===== src/rtl/pe_ctrl_pkg.sv =====
// Shared constants and types for the PE-row sequencer.
// Geometry of the 3x3 conv strip and SRAM address widths.
package pe_ctrl_pkg;

  localparam int NUM_PE    = 8;
  localparam int KH        = 3;
  localparam int KW        = 3;
  localparam int CH_WORDS  = 4;
  localparam int ROW_WORDS = KW * CH_WORDS;
  localparam int BEATS     = KH * KW * CH_WORDS;
  localparam int ROW_PITCH = 264;
  localparam int IAW       = 11;
  localparam int KAW       = 11;
  localparam int RD_LAT    = 1;
  localparam int CW        = 8;
  localparam int DRAIN_CYC = RD_LAT + NUM_PE - 1;

  typedef enum logic [1:0] {
    IDLE,
    RUN,
    DRAIN,
    DONE
  } seq_state_t;

endpackage


===== src/rtl/pe_skew_dly.sv =====
// W-bit, D-stage shift register with synchronous reset.
// Used to skew kernel reads and PE strobes down the row.
module pe_skew_dly #(
  parameter int W = 1,
  parameter int D = 1
) (
  input  logic         clk,
  input  logic         reset,
  input  logic [W-1:0] d_i,
  output logic [W-1:0] q_o
);

  logic [W-1:0] sr_q [D];

  always_ff @(posedge clk) begin
    if (reset) begin
      for (int i = 0; i < D; i++) sr_q[i] <= '0;
    end else begin
      sr_q[0] <= d_i;
      for (int i = 1; i < D; i++) sr_q[i] <= sr_q[i-1];
    end
  end

  assign q_o = sr_q[D-1];

endmodule


===== src/rtl/pe_row_seq.sv =====
// Read sequencer for one row of PEs running a 3x3 convolution.
// Issues ifmap/kernel reads and skewed valid/final strobes.
module pe_row_seq
  import pe_ctrl_pkg::*;
(
  input  logic                  clk,
  input  logic                  reset,
  input  logic                  start,
  input  logic [IAW-1:0]        cfg_if_base,
  input  logic [KAW-1:0]        cfg_ker_base,
  input  logic [CW-1:0]         cfg_out_cols,
  input  logic                  hold,
  output logic [IAW-1:0]        if_addr,
  output logic                  if_rd_en,
  output logic [NUM_PE*KAW-1:0] ker_addr,
  output logic [NUM_PE-1:0]     ker_rd_en,
  output logic [NUM_PE-1:0]     pe_valid,
  output logic [NUM_PE-1:0]     pe_final,
  output logic                  busy,
  output logic                  done
);

  localparam logic [3:0]     W_LAST   = 4'(ROW_WORDS - 1);
  localparam logic [1:0]     R_LAST   = 2'(KH - 1);
  localparam logic [5:0]     B_LAST   = 6'(BEATS - 1);
  localparam logic [3:0]     D_LAST   = 4'(DRAIN_CYC - 1);
  localparam logic [IAW-1:0] ROW_STEP = IAW'(ROW_PITCH);
  localparam logic [IAW-1:0] COL_STEP = IAW'(CH_WORDS);

  seq_state_t     state_q, state_d;
  logic [CW-1:0]  cols_q, cols_d;
  logic [CW-1:0]  c_q, c_d;
  logic [IAW-1:0] colb_q, colb_d;
  logic [IAW-1:0] rowb_q, rowb_d;
  logic [KAW-1:0] kbase_q, kbase_d;
  logic [3:0]     w_q, w_d;
  logic [1:0]     r_q, r_d;
  logic [5:0]     b_q, b_d;
  logic [3:0]     dcnt_q, dcnt_d;

  logic           issue;
  logic           fin_d;
  logic [IAW-1:0] ia_d;
  logic [KAW-1:0] ka_d;

  logic           en_q;
  logic           fin_q;
  logic [IAW-1:0] ia_q;
  logic [KAW-1:0] ka_q;
  logic           done_q;

  // A launch issues beat 0 in the same cycle, from the raw config inputs.
  always_comb begin
    state_d = state_q;
    cols_d  = cols_q;
    c_d     = c_q;
    colb_d  = colb_q;
    rowb_d  = rowb_q;
    kbase_d = kbase_q;
    w_d     = w_q;
    r_d     = r_q;
    b_d     = b_q;
    dcnt_d  = dcnt_q;
    issue   = 1'b0;
    unique case (state_q)
      IDLE: begin
        if (start) begin
          cols_d  = cfg_out_cols;
          kbase_d = cfg_ker_base;
          colb_d  = cfg_if_base;
          rowb_d  = cfg_if_base;
          c_d     = '0;
          w_d     = '0;
          r_d     = '0;
          b_d     = '0;
          state_d = (cfg_out_cols == '0) ? DONE : RUN;
          issue   = (cfg_out_cols != '0) && !hold;
        end
      end
      RUN: issue = !hold;
      DRAIN: begin
        if (dcnt_q == D_LAST) state_d = DONE;
        else dcnt_d = dcnt_q + 4'd1;
      end
      DONE: state_d = IDLE;
    endcase

    ia_d  = rowb_d + IAW'(w_d);
    ka_d  = kbase_d + KAW'(b_d);
    fin_d = issue && (b_d == B_LAST);

    if (issue) begin
      b_d = b_d + 6'd1;
      if (w_d != W_LAST) begin
        w_d = w_d + 4'd1;
      end else begin
        w_d = '0;
        if (r_d != R_LAST) begin
          r_d    = r_d + 2'd1;
          rowb_d = rowb_d + ROW_STEP;
        end else begin
          r_d = '0;
          b_d = '0;
          if (c_d == cols_d - CW'(1)) begin
            state_d = DRAIN;
            dcnt_d  = '0;
          end else begin
            c_d    = c_d + CW'(1);
            colb_d = colb_d + COL_STEP;
            rowb_d = colb_d;
          end
        end
      end
    end
  end

  always_ff @(posedge clk) begin
    if (reset) begin
      state_q <= IDLE;
      cols_q  <= '0;
      c_q     <= '0;
      colb_q  <= '0;
      rowb_q  <= '0;
      kbase_q <= '0;
      w_q     <= '0;
      r_q     <= '0;
      b_q     <= '0;
      dcnt_q  <= '0;
      en_q    <= 1'b0;
      fin_q   <= 1'b0;
      ia_q    <= '0;
      ka_q    <= '0;
      done_q  <= 1'b0;
    end else begin
      state_q <= state_d;
      cols_q  <= cols_d;
      c_q     <= c_d;
      colb_q  <= colb_d;
      rowb_q  <= rowb_d;
      kbase_q <= kbase_d;
      w_q     <= w_d;
      r_q     <= r_d;
      b_q     <= b_d;
      dcnt_q  <= dcnt_d;
      en_q    <= issue;
      fin_q   <= fin_d;
      done_q  <= (state_q == DONE);
      if (issue) begin
        ia_q <= ia_d;
        ka_q <= ka_d;
      end
    end
  end

  assign if_addr  = ia_q;
  assign if_rd_en = en_q;
  assign busy     = (state_q != IDLE);
  assign done     = done_q;

  assign ker_addr[KAW-1:0] = ka_q;
  assign ker_rd_en[0]      = en_q;

  for (genvar p = 1; p < NUM_PE; p++) begin : g_ker
    pe_skew_dly #(.W(KAW + 1), .D(p)) u_dly (
      .clk   (clk),
      .reset (reset),
      .d_i   ({en_q, ka_q}),
      .q_o   ({ker_rd_en[p], ker_addr[p*KAW +: KAW]})
    );
  end

  // Strobes trail the read by RD_LAT, then one cycle per PE.
  for (genvar p = 0; p < NUM_PE; p++) begin : g_pe
    pe_skew_dly #(.W(2), .D(RD_LAT + p)) u_dly (
      .clk   (clk),
      .reset (reset),
      .d_i   ({en_q, fin_q}),
      .q_o   ({pe_valid[p], pe_final[p]})
    );
  end

endmodule


===== config.mk =====
export PLATFORM = sky130hd
export DESIGN_NAME = pe_row_seq
export DESIGN_NICKNAME = d
export VERILOG_FILES = /design/src/rtl/pe_ctrl_pkg.sv /design/src/rtl/pe_skew_dly.sv /design/src/rtl/pe_row_seq.sv
export SDC_FILE = /design/constraint.sdc
export NUM_CORES = 1
export LEC_CHECK = 0
export ABC_AREA = 0
export CAP_MARGIN = 20
export CELL_PAD_IN_SITES_DETAIL_PLACEMENT = 1
export CELL_PAD_IN_SITES_GLOBAL_PLACEMENT = 1
export CORE_AREA = 2 2 141 143
export CTS_CLUSTER_DIAMETER = 150
export DETAILED_ROUTE_END_ITERATION = 10
export DIE_AREA = 0 0 143 145
export GPL_ROUTABILITY_DRIVEN = 0
export PLACE_DENSITY_LB_ADDON = 0.1
export REMOVE_ABC_BUFFERS = 1
export SETUP_SLACK_MARGIN = 0.2
export SYNTH_ARGS = -nofsm -noshare
export SYNTH_HDL_FRONTEND = slang
export SYNTH_SLANG_ARGS = --single-unit

===== constraint.sdc =====
create_clock -name clk -period 9.39 [get_ports clk]
set_input_delay 2.817 -clock clk [delete_from_list [all_inputs] [get_ports clk]]
set_output_delay 2.817 -clock clk [all_outputs]
set_load 0.02 [all_outputs]

==> results of run 1 <==
## logic make-up (layout without fill, tap and decap cells)
group / count (synthesis) / in the layout / synth area share, %
AND/OR/NAND/NOR: 372 / 372 / 24.7
adder cells (fa/ha/maj): 19 / 19 / 3.20
flip-flops: 185 / 185 / 46.9
AO/OA/AOI/OAI: 149 / 149 / 12.6
buffers and inverters: 79 / 218 / 4.61
XOR/XNOR: 44 / 44 / 4.88
multiplexers: 24 / 24 / 3.14
## layout make-up
cell class	instances	area (um^2)	share of cell area, %
clock inverter	14	178	1.74
clock buffer	18	429	4.21
tap	265	332	3.25
inverter	20	75.1	0.736
multi-input combinational	608	3840	37.6
sequential	185	3700	36.3
timing repair buffer	166	1650	16.1
## sequential cells by signal, indices dropped and copies added (netlist names), 2 cells and up
signal and count:
g_ker.u_dly.sr_q 78, cols_q 8, kbase_q 11, state_q 2, w_q 4, rowb_q 11, dcnt_q 4, c_q 8
b_q 6, ka_q 11, if_addr 11, colb_q 11, r_q 2, g_pe.u_dly.sr_q 15
## power breakdown
| group | switching [uW] | internal (uW) |
|---|---|---|
| clock | 350 | 384 |
| sequential | 13.2 | 805 |
| combinational | 108 | 78.5 |
| total | 471 | 1270 |
## per-layer routing
metal  track usage, %  part of all wire, %
met1             26.5                   45
met2             37.4                   51
met3             4.19                  3.9
met4             4.31                 0.77
met5                0                    0
## metrics by stage
stage | setup WS, ns | power [uW] | hold slack [ns] | util (%) | area (um^2)
after floorplan | 2.81 | 940 | 0.414 | - | 7610
after global placement | 2.66 | 1020 | 0.427 | 50.0 | 9600
after detailed placement | 2.56 | 1020 | 0.437 | 50.0 | 9600
after CTS | 2.96 | 1760 | 0.456 | 53.1 | 10200
after global routing | 2.52 | 1820 | 0.464 | 53.1 | 10200
final | 2.92 | 1740 | 0.446 | 53.1 | 10200
## layout by cell type (no fill, tap or decap), drive strengths merged, types with 7 or more instances in the layout
master         instances
a211oi                 7
a21oi                 64
a31oi                  9
and2                  11
and3                   7
buf                    8
clkbuf                18
clkdlybuf4s50        158
dfxtp                185
ha                    17
inv                   26
mux2i                 18
nand2                110
nand3                 18
nand4                 12
nor2                  45
nor2b                100
nor3                  24
nor4                  15
o21ai                 20
or3                    8
xnor2                 31
xor2                  13
## path summary, 6_finish.rpt
check / to / cells past startpoint / slack [ns] / startpoint
worst max-delay path: ka_q[10]$_SDFFE_PP0P_ / 14 / 2.92 / start
worst min-delay path: g_pe[5].u_dly.sr_q[0][0]$_SDFF_PP0_ / 1 / 0.45 / fin_q$_SDFF_PP0_
worst max register to register: ka_q[10]$_SDFFE_PP0P_ / 13 / 5.20 / state_q[0]$_SDFF_PP0_
worst min register to register: g_pe[5].u_dly.sr_q[0][0]$_SDFF_PP0_ / 1 / 0.45 / fin_q$_SDFF_PP0_
==> qor.txt, run 1 <==
Most Frequent Cell on Critical Path -> o21ai_0
Max VDD drop -> 0.114 mV
Final Setup Violations -> 0
Antenna Cells -> 0
Slew Limit Headroom -> 31.0%
Max Fclk -> 154 MHz
Synth top area share -> 46.9%
largest net degree at the start of global routing -> 123
die area -> 20700 um^2
delay-heaviest family, CP -> compound AO/OA/AOI/OAI gates
CTS Hold Bufs -> 0
RSZ-0062 raised after global routing -> false
layout cells sized above 1 -> 6.43%
EDFF count, synth -> 0
TritonCTS Buffers -> 17
residual DRC count -> 0
total track usage -> 21.1%
initial antenna violation count -> 0
Nets -> 1051
Mean Syn Cell Area -> 9.06 um^2
post-synthesis instance total -> 872
register bit total from synthesis -> 185
first-pass GRT wire length -> 35.3 mm
top cells by count, synth -> 185 x dfxtp_1, 110 x nand2_1, 100 x nor2b_1
PortBufs -> 159
post-CTS sizing -> 0
Worst EP arrival -> 6.80 ns
leakage -> 0.00385 uW
DRT iter0 DRCs -> 360
Root Driver -> clkbuf_16
TritonCTS clock tree -> done
Final Hold Viols -> 0
CP max FO -> 64
Routed WL -> 21.2 mm
count leader, synth -> dfxtp_1
largest area contributor in the netlist -> dfxtp_1
buffers and inverters on the worst path -> 3
Worst path slowest cell -> buf_4
CP peak stage delay -> 0.63 ns
Synth area leaders -> dfxtp_1 47%, nor2b_1 7.9%, nand2_1 5.2%, a21oi_1 4.0%, xnor2_1 3.4%
synthesized area -> 7900 um^2
Main synth FF type -> dfxtp_1
fillcell total -> 2180
Clock Sinks -> 185
Setup Crit Path Kind -> in -> reg
PwrDens -> 170 nW/um^2
critical-path cell list -> clkdlybuf4s50_1 -> or3b_2 -> buf_4 -> and2_1 -> ha_1 -> inv_1 -> fa_1 -> nor2b_1 -> o21ai_0 -> a21oi_1 -> o21ai_0 -> a2111oi_0 -> xnor2_1 -> a22o_1
starting density of the core -> 41.1%
Worst Path Required -> 9.71 ns
Max Buffers Root-to-Sink -> 2
width of the die -> 143 um
DP HPWL -> 14.2 mm
Slew Viols, Final -> 0
core area -> 19200 um^2
period utilization -> 69.0%
DR pass1 iterations -> 4
Layout area overhead -> 29.2%
Synth cell types -> 68
Worst setup EP type -> register
clk_skew -> 0.0108 ns
Synth Warn # -> 0
sequential fraction of the synthesis area -> 46.9%
Congestion Overflow GR -> 0
Max-Cap Viols -> 0
I/O Pins -> 160
per-cell routed wire length -> 16.6 um
Hold WC Path Type -> reg -> reg
fin cells -> 1276
num rows -> 51
via count -> 6557
clk slew on worst S/H paths -> 0.07 ns
number of global-route vias before repair -> 6828
Clk Latency, worst-skew pair -> 0.43 ns
Die H -> 145 um
CTS H-tree lvls -> 4
accumulated negative setup slack -> 0 ns
status -> complete, no violations
worst slew pin tran -> 1.03 ns
fin crit period -> 6.47 ns
DP Cell Count -> 1244
type of origin of the critical path -> input pin
Post-DRT Antenna Nets -> 0
Synth async-reset ratio -> 0%
Post-CTS Setup Repair Bufs -> 0
vias per cell -> 5.14
Power figures use the tool's default switching activity.
==> inputs of run 2 (changes only) <==
- CORE_AREA: 2 2 141 143 -> 2 2 146 148
- DIE_AREA: 0 0 143 145 -> 0 0 148 150
- clock period: 9.39 -> 6.6 ns (I/O delays scaled with it)
==> qor.txt, run 2 (synthesis gave the netlist of run 1 again) <==
status -> complete, no violations (unchanged)
most common cell after layout, fill and taps aside -> dfxtp_1 (unchanged)
Setup Crit Path Kind -> in -> reg (unchanged)
combinational share of power -> 10.9% (was 10.7%)
via count -> 6563 (was 6557)
clk slew on worst S/H paths -> 0.07 ns (about the same)
Worst Path Required -> 6.92 ns (was 9.71 ns)
Final Setup Violations -> 0 (unchanged)
TritonCTS clock tree -> done (unchanged)
Routed WL -> 21.2 mm (about the same)
Nets -> 1055 (was 1051)
TritonCTS Buffers -> 17 (unchanged)
DR pass1 iterations -> 4 (unchanged)
Final Hold Viols -> 0 (unchanged)
max reg flops -> 78 (unchanged)
CP peak stage delay -> 0.61 ns (was 0.63 ns)
Post-CTS Setup Repair Bufs -> 0 (unchanged)
CTS H-tree lvls -> 4 (unchanged)
Hold WC Path Type -> reg -> reg (unchanged)
Final Util -> 49.5% (was 53.1%)
PortBufs -> 159 (unchanged)
worst slew pin tran -> 0.891 ns (was 1.03 ns)
fin cells -> 1289 (was 1276)
Clk Latency, worst-skew pair -> 0.43 ns (about the same)
Clock Sinks -> 185 (unchanged)
Top Registers -> g_ker.u_dly.sr_q: 78 flops, g_pe.u_dly.sr_q: 15 flops (unchanged)
Max Fclk -> 185 MHz
Die H -> 150 um (was 145 um)
Max VDD drop -> 0.151 mV (was 0.114 mV)
core area -> 20700 um^2 (was 19200 um^2)
largest net degree at the start of global routing -> 87 (was 123)
first-pass GRT wire length -> 34.8 mm (was 35.3 mm)
Root Driver -> clkbuf_16 (unchanged)
share of power burned in registers -> 47.1% (about the same)
Layout area overhead -> 29.7% (was 29.2%)
Worst EP arrival -> 5.72 ns (was 6.80 ns)
residual DRC count -> 0 (unchanged)
global routing met1 resource utilization -> 24.5% (was 26.5%)
R2R setup slack -> 2.71 ns (was 5.20 ns)
RSZ-0062 raised after global routing -> false (unchanged)
met3 Track Usage GR -> 5.09% (was 4.19%)
Most Frequent Cell on Critical Path -> nor4_1 (was o21ai_0)
Clock Power Share -> 42.0% (was 42.2%)
total track usage -> 19.5% (was 21.1%)
Max Buffers Root-to-Sink -> 2 (unchanged)
leakage -> 0.00388 uW (was 0.00385 uW)
Worst path slowest cell -> or3b_2 (was buf_4)
CTS Hold Bufs -> 0 (unchanged)
most frequent cells in the layout -> 185 x dfxtp_1, 158 x clkdlybuf4s50_1, 110 x nand2_1, 100 x nor2b_1, 63 x a21oi_1 (unchanged)
critical-path cell list -> clkdlybuf4s50_1 -> or3b_2 -> mux2i_1 -> ha_1 -> inv_1 -> nor3_1 -> xnor2_1 -> nor4_1 -> o21a_2 -> nor4_1 -> mux2_2 (was clkdlybuf4s50_1 -> or3b_2 -> buf_4 -> and2_1 -> ha_1 -> inv_1 -> fa_1 -> nor2b_1 -> o21ai_0 -> a21oi_1 -> o21ai_0 -> a2111oi_0 -> xnor2_1 -> a22o_1)
Antenna Cells -> 0 (unchanged)
initial antenna violation count -> 0 (unchanged)
type of origin of the critical path -> input pin (unchanged)
gr busiest metal -> met2 (unchanged)
Most flops, register -> g_ker.u_dly.sr_q (unchanged)
I/O Pins -> 160 (unchanged)
DP HPWL -> 14.7 mm (was 14.2 mm)
clk_skew -> 0.0126 ns (was 0.0108 ns)
layout cells sized above 1 -> 6.80% (was 6.43%)
per-cell routed wire length -> 16.4 um (was 16.6 um)
Worst setup EP type -> register (unchanged)
Slew Viols, Final -> 0 (unchanged)
num rows -> 53 (was 51)
width of the die -> 148 um (was 143 um)
period utilization -> 81.8%
Slew Limit Headroom -> 40.5% (was 31.0%)
PwrDens -> 241 nW/um^2 (was 170 nW/um^2)
accumulated negative setup slack -> 0 ns (unchanged)
DP Cell Count -> 1258 (was 1244)
die area -> 22200 um^2 (was 20700 um^2)
Max-Cap Viols -> 0 (unchanged)
P_sw -> 670 uW (was 471 uW)
CP max FO -> 23 (was 64)
cell internal pwr -> 1800 uW (was 1270 uW)
post-CTS sizing -> 0 (unchanged)
sw frac -> 27.1% (about the same)
Post-DRT Antenna Nets -> 0 (unchanged)
number of global-route vias before repair -> 6782 (was 6828)
Congestion Overflow GR -> 0 (unchanged)
vias per cell -> 5.09 (was 5.14)
GR Util met2 -> 33.5% (was 37.4%)
fin crit period -> 5.40 ns
DRT iter0 DRCs -> 260 (was 360)
starting density of the core -> 38.2% (was 41.1%)
## run 2: cell types whose count changed in the layout (fill, tap and decap cells not counted)
cell	delta
inv_8	-2
buf_4	+4
clkinvlp_4	-1
clkinv_8	+1
clkbuf_1	-1
clkinv_4	+1
inv_6	+1
## run 2: critical path: cells and delay by family
kind / cells / cell delay [ns]
and+or+nand+nor: 4 / 1.50
buffers and inverters: 2 / 0.68
AOI/OAI and AO/OA: 1 / 0.60
muxes: 2 / 0.55
adders and majority gates: 1 / 0.31
xor gates and xnor gates: 1 / 0.09
## run 2: power by group through the flow
stage	logic, uW	clock network, uW	registers (uW)
after global placement	267	0	1190
after floorplan	136	0	1200
after CTS	272	1070	1160
final	269	1040	1160
after detailed placement	270	0	1190
after global routing	298	1120	1170
## run 2: final timing paths
| kind | startpoint | endpoint | cells after the start |
|---|---|---|---|
| max reg2reg | state_q[0]$_SDFF_PP0_ | c_q[3]$_SDFF_PP0_ | 8 |
| min reg2reg | fin_q$_SDFF_PP0_ | g_pe[5].u_dly.sr_q[0][0]$_SDFF_PP0_ | 1 |
| min | fin_q$_SDFF_PP0_ | g_pe[5].u_dly.sr_q[0][0]$_SDFF_PP0_ | 1 |
| max | start | c_q[3]$_SDFF_PP0_ | 11 |
## run 2: cell type report
type                    count  area, um^2
fillers                  2379       10400
multi-input cells         608        3840
flip-flops and latches    185        3700
repair buffers            170        1680
clock buffers              17         425
well taps                 275         344
clock inverters            14         181
inverters                  20        75.1
## run 2: metrics by stage
stage	cell area (um^2)	total power, uW	hold WS [ns]	setup slack [ns]
after floorplan	7610	1340	0.414	0.854
after global placement	9640	1460	0.426	0.894
after detailed placement	9640	1460	0.428	0.749
after CTS	10200	2500	0.446	1.20
after global routing	10200	2580	0.469	0.911
final	10200	2470	0.441	1.20
## run 2: routing by layer
metal	part of all wire (%)	up-vias
li1	-	3240
met1	46	3189
met2	48	114
met3	4.7	20
met4	1.0	0
met5	0	-
